**src/rtl/cipher_word_packer_pkg.sv**
```systemverilog
// Shared cryptoveril constants for the ciphertext word packer: word/byte/nbytes
// widths and the {nbytes, word} entry layout held by the output FIFO.
package cipher_word_packer_pkg;

   localparam int CV_WORD_W         = 32;
   localparam int CV_BYTE_W         = 8;
   localparam int CV_NBYTES_W       = 3;
   localparam int CV_BYTES_PER_WORD = CV_WORD_W / CV_BYTE_W;
   localparam int CV_CNT_W          = $clog2(CV_BYTES_PER_WORD);

   typedef struct packed {
      logic [CV_NBYTES_W-1:0] nbytes;
      logic [CV_WORD_W-1:0]   word;
   } pack_entry_t;

endpackage

```
**src/rtl/cipher_word_packer_fifo.sv**
```systemverilog
// pack_fifo: show-ahead FIFO of {nbytes, word} entries; pointers carry one extra
// wrap bit so full and empty are told apart without a separate counter.
module pack_fifo
   import cipher_word_packer_pkg::*;
#(
   parameter int DEPTH = 4
)
(
   input  logic        clk,
   input  logic        rst,
   input  logic        wr_en,
   input  pack_entry_t wr_data,
   input  logic        rd_en,
   output logic        rd_valid,
   output pack_entry_t rd_data,
   output logic        full
);

   localparam int AW = $clog2(DEPTH);

   pack_entry_t     mem [DEPTH];
   logic [AW:0]     wr_ptr_reg;
   logic [AW:0]     rd_ptr_reg;
   logic            empty;

   assign empty    = (wr_ptr_reg == rd_ptr_reg);
   assign full     = (wr_ptr_reg[AW] != rd_ptr_reg[AW]) &&
                     (wr_ptr_reg[AW-1:0] == rd_ptr_reg[AW-1:0]);
   assign rd_valid = ~empty;
   assign rd_data  = mem[rd_ptr_reg[AW-1:0]];

   always_ff @(posedge clk) begin
      if (!rst) begin
         wr_ptr_reg <= '0;
         rd_ptr_reg <= '0;
      end else begin
         if (wr_en) begin
            wr_ptr_reg <= wr_ptr_reg + 1'b1;
         end
         if (rd_en && !empty) begin
            rd_ptr_reg <= rd_ptr_reg + 1'b1;
         end
      end
   end

   // Storage has no reset; stale entries are never visible because rd_valid gates them.
   always_ff @(posedge clk) begin
      if (rst && wr_en) begin
         mem[wr_ptr_reg[AW-1:0]] <= wr_data;
      end
   end

endmodule

```
**src/rtl/cipher_word_packer.sv**
```systemverilog
// Packs ciphertext bytes little-endian into 32-bit words and queues them in pack_fifo.
// Optional running XOR checksum enabled by defining CRYPTOVERIL_PACK_CHECKSUM_EN.
module cipher_word_packer
   import cipher_word_packer_pkg::*;
#(
   parameter int FIFO_DEPTH = 4
)
(
   input  logic                   clk,
   input  logic                   rst,
   input  logic                   in_valid,
   input  logic [CV_BYTE_W-1:0]   data_in,
   input  logic                   flush,
   output logic                   out_valid,
   input  logic                   out_ready,
   output logic [CV_WORD_W-1:0]   out_word,
   output logic [CV_NBYTES_W-1:0] out_nbytes,
   output logic                   overflow,
   output logic [CV_BYTE_W-1:0]   checksum
);

   logic [CV_CNT_W-1:0]    count_reg;
   logic [CV_CNT_W-1:0]    count_next;
   logic [CV_WORD_W-1:0]   word_reg;
   logic [CV_WORD_W-1:0]   word_next;
   logic [CV_WORD_W-1:0]   merged_word;
   logic [CV_NBYTES_W-1:0] fill_after;
   logic                   word_complete;
   logic                   push_req;

   pack_entry_t            pend_entry_reg;
   logic                   pend_valid_reg;
   logic                   overflow_reg;

   pack_entry_t            head_entry;
   logic                   head_valid;
   logic                   fifo_full;
   logic                   pop_fire;
   logic                   fifo_wr_en;

   // Each lane takes the incoming byte only when the counter points at it.
   generate
      for (genvar gi = 0; gi < CV_BYTES_PER_WORD; gi++) begin : g_lane
         assign merged_word[gi*CV_BYTE_W +: CV_BYTE_W] =
            (in_valid && (count_reg == CV_CNT_W'(gi))) ? data_in
                                                       : word_reg[gi*CV_BYTE_W +: CV_BYTE_W];
      end
   endgenerate

   always_comb begin
      fill_after    = CV_NBYTES_W'(count_reg) + CV_NBYTES_W'(in_valid);
      word_complete = in_valid && (count_reg == CV_CNT_W'(CV_BYTES_PER_WORD - 1));
      push_req      = word_complete || (flush && (fill_after != '0));
      count_next    = fill_after[CV_CNT_W-1:0];
      word_next     = merged_word;
      if (push_req) begin
         count_next = '0;
         word_next  = '0;
      end
   end

   assign pop_fire   = head_valid & out_ready;
   assign fifo_wr_en = pend_valid_reg & (~fifo_full | pop_fire);

   // Completed words are staged one cycle before entering the FIFO; a staged word that
   // meets a full FIFO with no simultaneous pop is dropped and recorded in overflow.
   always_ff @(posedge clk) begin
      if (!rst) begin
         count_reg      <= '0;
         word_reg       <= '0;
         pend_valid_reg <= 1'b0;
         pend_entry_reg <= '0;
         overflow_reg   <= 1'b0;
      end else begin
         count_reg             <= count_next;
         word_reg              <= word_next;
         pend_valid_reg        <= push_req;
         pend_entry_reg.word   <= merged_word;
         pend_entry_reg.nbytes <= fill_after;
         if (pend_valid_reg && fifo_full && !pop_fire) begin
            overflow_reg <= 1'b1;
         end
      end
   end

   pack_fifo #(
      .DEPTH    (FIFO_DEPTH)
   ) u_fifo (
      .clk      (clk),
      .rst      (rst),
      .wr_en    (fifo_wr_en),
      .wr_data  (pend_entry_reg),
      .rd_en    (pop_fire),
      .rd_valid (head_valid),
      .rd_data  (head_entry),
      .full     (fifo_full)
   );

   assign out_valid  = head_valid;
   assign out_word   = head_valid ? head_entry.word   : '0;
   assign out_nbytes = head_valid ? head_entry.nbytes : '0;
   assign overflow   = overflow_reg;

`ifdef CRYPTOVERIL_PACK_CHECKSUM_EN
   logic [CV_BYTE_W-1:0] checksum_reg;

   always_ff @(posedge clk) begin
      if (!rst) begin
         checksum_reg <= '0;
      end else if (in_valid) begin
         checksum_reg <= checksum_reg ^ data_in;
      end
   end

   assign checksum = checksum_reg;
`else
   assign checksum = '0;
`endif

endmodule

```
**config.mk**
```make
export PLATFORM = sky130hd
export DESIGN_NAME = cipher_word_packer
export DESIGN_NICKNAME = d
export VERILOG_FILES = /design/src/rtl/cipher_word_packer_pkg.sv /design/src/rtl/cipher_word_packer_fifo.sv /design/src/rtl/cipher_word_packer.sv
export SDC_FILE = /design/constraint.sdc
export NUM_CORES = 1
export LEC_CHECK = 0
export ABC_AREA = 1
export CAP_MARGIN = 0
export CORE_MARGIN = 1
export CORE_UTILIZATION = 56
export CTS_CLUSTER_SIZE = 16
export DETAILED_ROUTE_END_ITERATION = 16
export DONT_BUFFER_PORTS = 1
export PLACE_DENSITY = 0.81
export SLEW_MARGIN = 20
export SYNTH_ARGS = -nofsm -noshare
export SYNTH_HDL_FRONTEND = slang
export SYNTH_SLANG_ARGS = --single-unit
export TNS_END_PERCENT = 1
```
**constraint.sdc**
```tcl
create_clock -name clk -period 2.7 [get_ports clk]
set_input_delay 0.54 -clock clk [delete_from_list [all_inputs] [get_ports clk]]
set_output_delay 0.54 -clock clk [all_outputs]
set_load 0.05 [all_outputs]
```
==> results <==
- The number of synthesized register bits is 219.
- In this run the biggest area consumer among cell types represents 50.9% of the synthesized area.
- The final weighted congestion in routability-driven placement is 0.751.
- The total of max-cap violations is 0.
- The type of the most critical hold path is primary input to flop.
- The register with the most flip-flops in the layout has 140 of them.
- The smallest hold slack is 0.170 ns.
- For this design the static power due to leakage is 0.00357 uW.
- The post-synthesis sequential area ratio is 70.0%.
- The pre-antenna-repair detailed-routing pass consisted of 11 iterations.
- The vertical die dimension is 123 microns.
- Clock skew on the completed layout was measured at 0.00743 ns.
- Hold repair after CTS inserted 0 buffers.
- The diode insertion count for antenna repair is 0.
- The floorplan step defined a core boundary enclosing 14500 sq um.
- The flow ran to the end, but the final reports show violations.
- In the routed design, unresolved DRC markers number 2.
- The shortest period the worst path allows is 2.58 ns.
- The first global-routing pass estimated 24400 microns of wire.
- Leaving out fill and tap cells, the most frequent cells in the layout are sky130_fd_sc_hd__edfxtp_1, sky130_fd_sc_hd__nor2_1, sky130_fd_sc_hd__nand2_1, sky130_fd_sc_hd__inv_1, sky130_fd_sc_hd__dfxtp_1.
- For this run, the top clock speed supported by timing is 388 MHz.
- The total setup violations reported at the end of the flow is 0.
- The later-pin clock latency in the skew report is 0.48 ns.
- In the post-synthesis netlist, the biggest area contributors are sky130_fd_sc_hd__edfxtp_1, sky130_fd_sc_hd__dfxtp_1, sky130_fd_sc_hd__nor2_1, sky130_fd_sc_hd__mux2i_1, sky130_fd_sc_hd__nand2_1.
- The power per cell area is 834 nW/um^2.
- The longest clock path from root to sink contains 3 buffers.
- The actual transition at the worst max-transition pin is 0.565 ns.
- The clock tree from TritonCTS is yes.
- For this design the top-level I/O count stands at 58.
- The maximum vdd ir drop is 0.462 mV.
- Averaged over all synthesized cells, the footprint is 11.4 sq um.
- The ratio of cells with drive above 1 in the final layout is 7.86%.
- The number of clock buffers added by TritonCTS is 20.
- The detailed router placed 5012 vias in this run.
- The starting density of the core is 57.1%.
- Synthesis produced a netlist whose cell count is 726.
- The worst endpoint required time is 2.16 ns.
- Once layout is complete, the utilization of the core stands at 63.4%.
- The endpoint arrival time on the critical path is 2.04 ns.
- Relative to the synthesized area, the layout overhead comes to 11.1%.
- The number of port buffers is 0.
- The number of global-route vias before repair is 4920.
- The library cell used most frequently in the layout, excluding fill and tap cells, is sky130_fd_sc_hd__edfxtp_1.
- The cell area after layout is 9170 sq um.
- The tree is rooted in a sky130_fd_sc_hd__clkbuf_16.
- The sort of element at the start of the critical path is a flop.
- The count of routing violations after the opening detailed-route iteration is 443.
- The sum of net half-perimeters after detailed placement is 8850 microns.
- The remaining antenna violation count after routing is 0.
- After detailed routing, the average wire length per cell comes to 16.8 microns.
- The post-place instance area is 8510 sq um.
- The horizontal die dimension is 123 microns.
- For this block, the routed nets add up to 15500 microns of wire.
- The category of the worst setup path capture point is an output pin.
- The number of antenna violations at the first check in global routing is 0.
- Setup repair after global routing left no endpoint under its margin.
- Summed over all layers, the global routing overflow is 0.
- The post-route fraction of the period consumed by the critical path is 95.4%.
- The pin count of the biggest net entering global routing is 71.
- In this run the worst path has a maximum fanout of 70.
- The number of pins with negative max-slew slack in the final report is 0.
- Counting every sink on the clock net gives 219.
- The final setup slack of the worst path is 0.123 ns.
- For this run, the total global-route usage over all layers was measured as 21.1%.
- The final reports fail on design-rule violations.
- Headroom to the max-slew limit came out at 62.3%.
- After filler insertion, the fill cell instance count of the layout stands at 1045.
- The biggest area contributor in the post-synthesis netlist is sky130_fd_sc_hd__edfxtp_1.
- The startpoint-to-endpoint class of the critical path is flop to output pin.
- The H-tree depth is 1.
- The warning count from the yosys run is 0.
- The die area is 15200 sq um.
- The pre-CTS setup slack is 0.485 ns.
- In this run the cell area of the synthesized design comes to 8260 sq um.
- Clock-pin slew was measured on the worst setup and hold paths at 0.06 ns.
- The final-report hold violation count is 0.
- After routing, the total negative slack on setup checks comes to 0 ns.
- After synthesis, the netlist uses 24 different library cells.
- The floorplan has 44 rows.
- Dividing the detail-routed via count by the number of cells gives 5.44.
- The final layout contains 744 nets.
stage by stage:
stage	std cells	power, uW
final	922	7660
after global routing	922	7930
after CTS	922	7690
after detailed placement	886	4970
after global placement	886	4930
after floorplan	733	4750
path summary, 6_finish.rpt:
path,from,to,slack (ns),cells past startpoint
setup / recovery,flop,out_word[17],0.12,5
hold / removal,rst,pend_entry_reg[34],0.17,2
setup reg to reg,u_fifo.wr_ptr_reg[0],u_fifo.mem[3][33],0.72,8
hold reg to reg,pend_entry_reg[8],u_fifo.mem[0][8],0.47,0
synthesized netlist by cell type:
master	instances
sky130_fd_sc_hd__a21oi_1	5
sky130_fd_sc_hd__buf_2	19
sky130_fd_sc_hd__buf_4	8
sky130_fd_sc_hd__buf_6	2
sky130_fd_sc_hd__clkbuf_1	14
sky130_fd_sc_hd__clkinv_1	1
sky130_fd_sc_hd__conb_1	1
sky130_fd_sc_hd__dfxtp_1	79
sky130_fd_sc_hd__edfxtp_1	140
sky130_fd_sc_hd__ha_1	7
sky130_fd_sc_hd__inv_1	91
sky130_fd_sc_hd__inv_2	2
sky130_fd_sc_hd__mux2i_1	35
sky130_fd_sc_hd__nand2_1	92
sky130_fd_sc_hd__nand2_2	1
sky130_fd_sc_hd__nand3_1	7
sky130_fd_sc_hd__nand3_2	1
sky130_fd_sc_hd__nand3b_1	3
sky130_fd_sc_hd__nor2_1	112
sky130_fd_sc_hd__nor2_2	1
sky130_fd_sc_hd__o21ai_0	67
sky130_fd_sc_hd__o22ai_1	35
sky130_fd_sc_hd__o31ai_1	1
sky130_fd_sc_hd__xor2_1	2
critical path, cell delays in order, from the launching register on:
cell                      delay (ns)
sky130_fd_sc_hd__dfxtp_2        0.36
sky130_fd_sc_hd__buf_12         0.35
sky130_fd_sc_hd__o21ai_0        0.20
sky130_fd_sc_hd__o22ai_1        0.21
sky130_fd_sc_hd__nand2_1        0.08
sky130_fd_sc_hd__inv_1          0.33
what timing repair did:
item                                    4_1_cts  5_1_grt
endpoints found under the setup margin        9        1
hold endpoints to repair                      0        0
pin swaps                                     0        0
buffers inserted                              0        0
gates resized for setup                       1        1
logic make-up (layout without fill, tap and decap cells):
kind of cell / Yosys count / after routing / synth area share (%)
DFF: 219 / 219 / 70.0
and+or+nand+nor: 217 / 217 / 10.2
buffers and inverters: 137 / 142 / 7.06
AOI/OAI and AO/OA: 108 / 108 / 7.10
muxes: 35 / 35 / 4.24
adders and majority gates: 7 / 7 / 1.06
xor gates and xnor gates: 2 / 2 / 0.212
other: 1 / 8 / 0.0454
routing by layer:
layer,up-vias,wire [microns],track usage [%]
met2,159,8040,37.5
met4,0,262,7.30
met3,31,730,2.68
li1,2391,-,-
met5,-,0,0
met1,2431,6490,26.6
where the power goes:
group          switching, uW  total [uW]  leakage [uW]  internal, uW
Combinational            964        1230       0.00122           271
Sequential              46.9        3660       0.00202          3610
Clock                   1130        2760      0.000330          1630
Total                   2140        7660       0.00357          5520
area by class of cell:
| type | count | area, sq um | share of cell area (%) |
|---|---|---|---|
| multi-input combinational | 377 | 1950 | 21.2 |
| clock buffer | 28 | 594 | 6.48 |
| timing repair buffer | 12 | 190 | 2.07 |
| sequential | 219 | 5790 | 63.1 |
| clock inverter | 8 | 65.1 | 0.709 |
| tap | 184 | 230 | 2.51 |
| inverter | 94 | 358 | 3.90 |
Note: power is estimated with default switching activity, not from simulation.
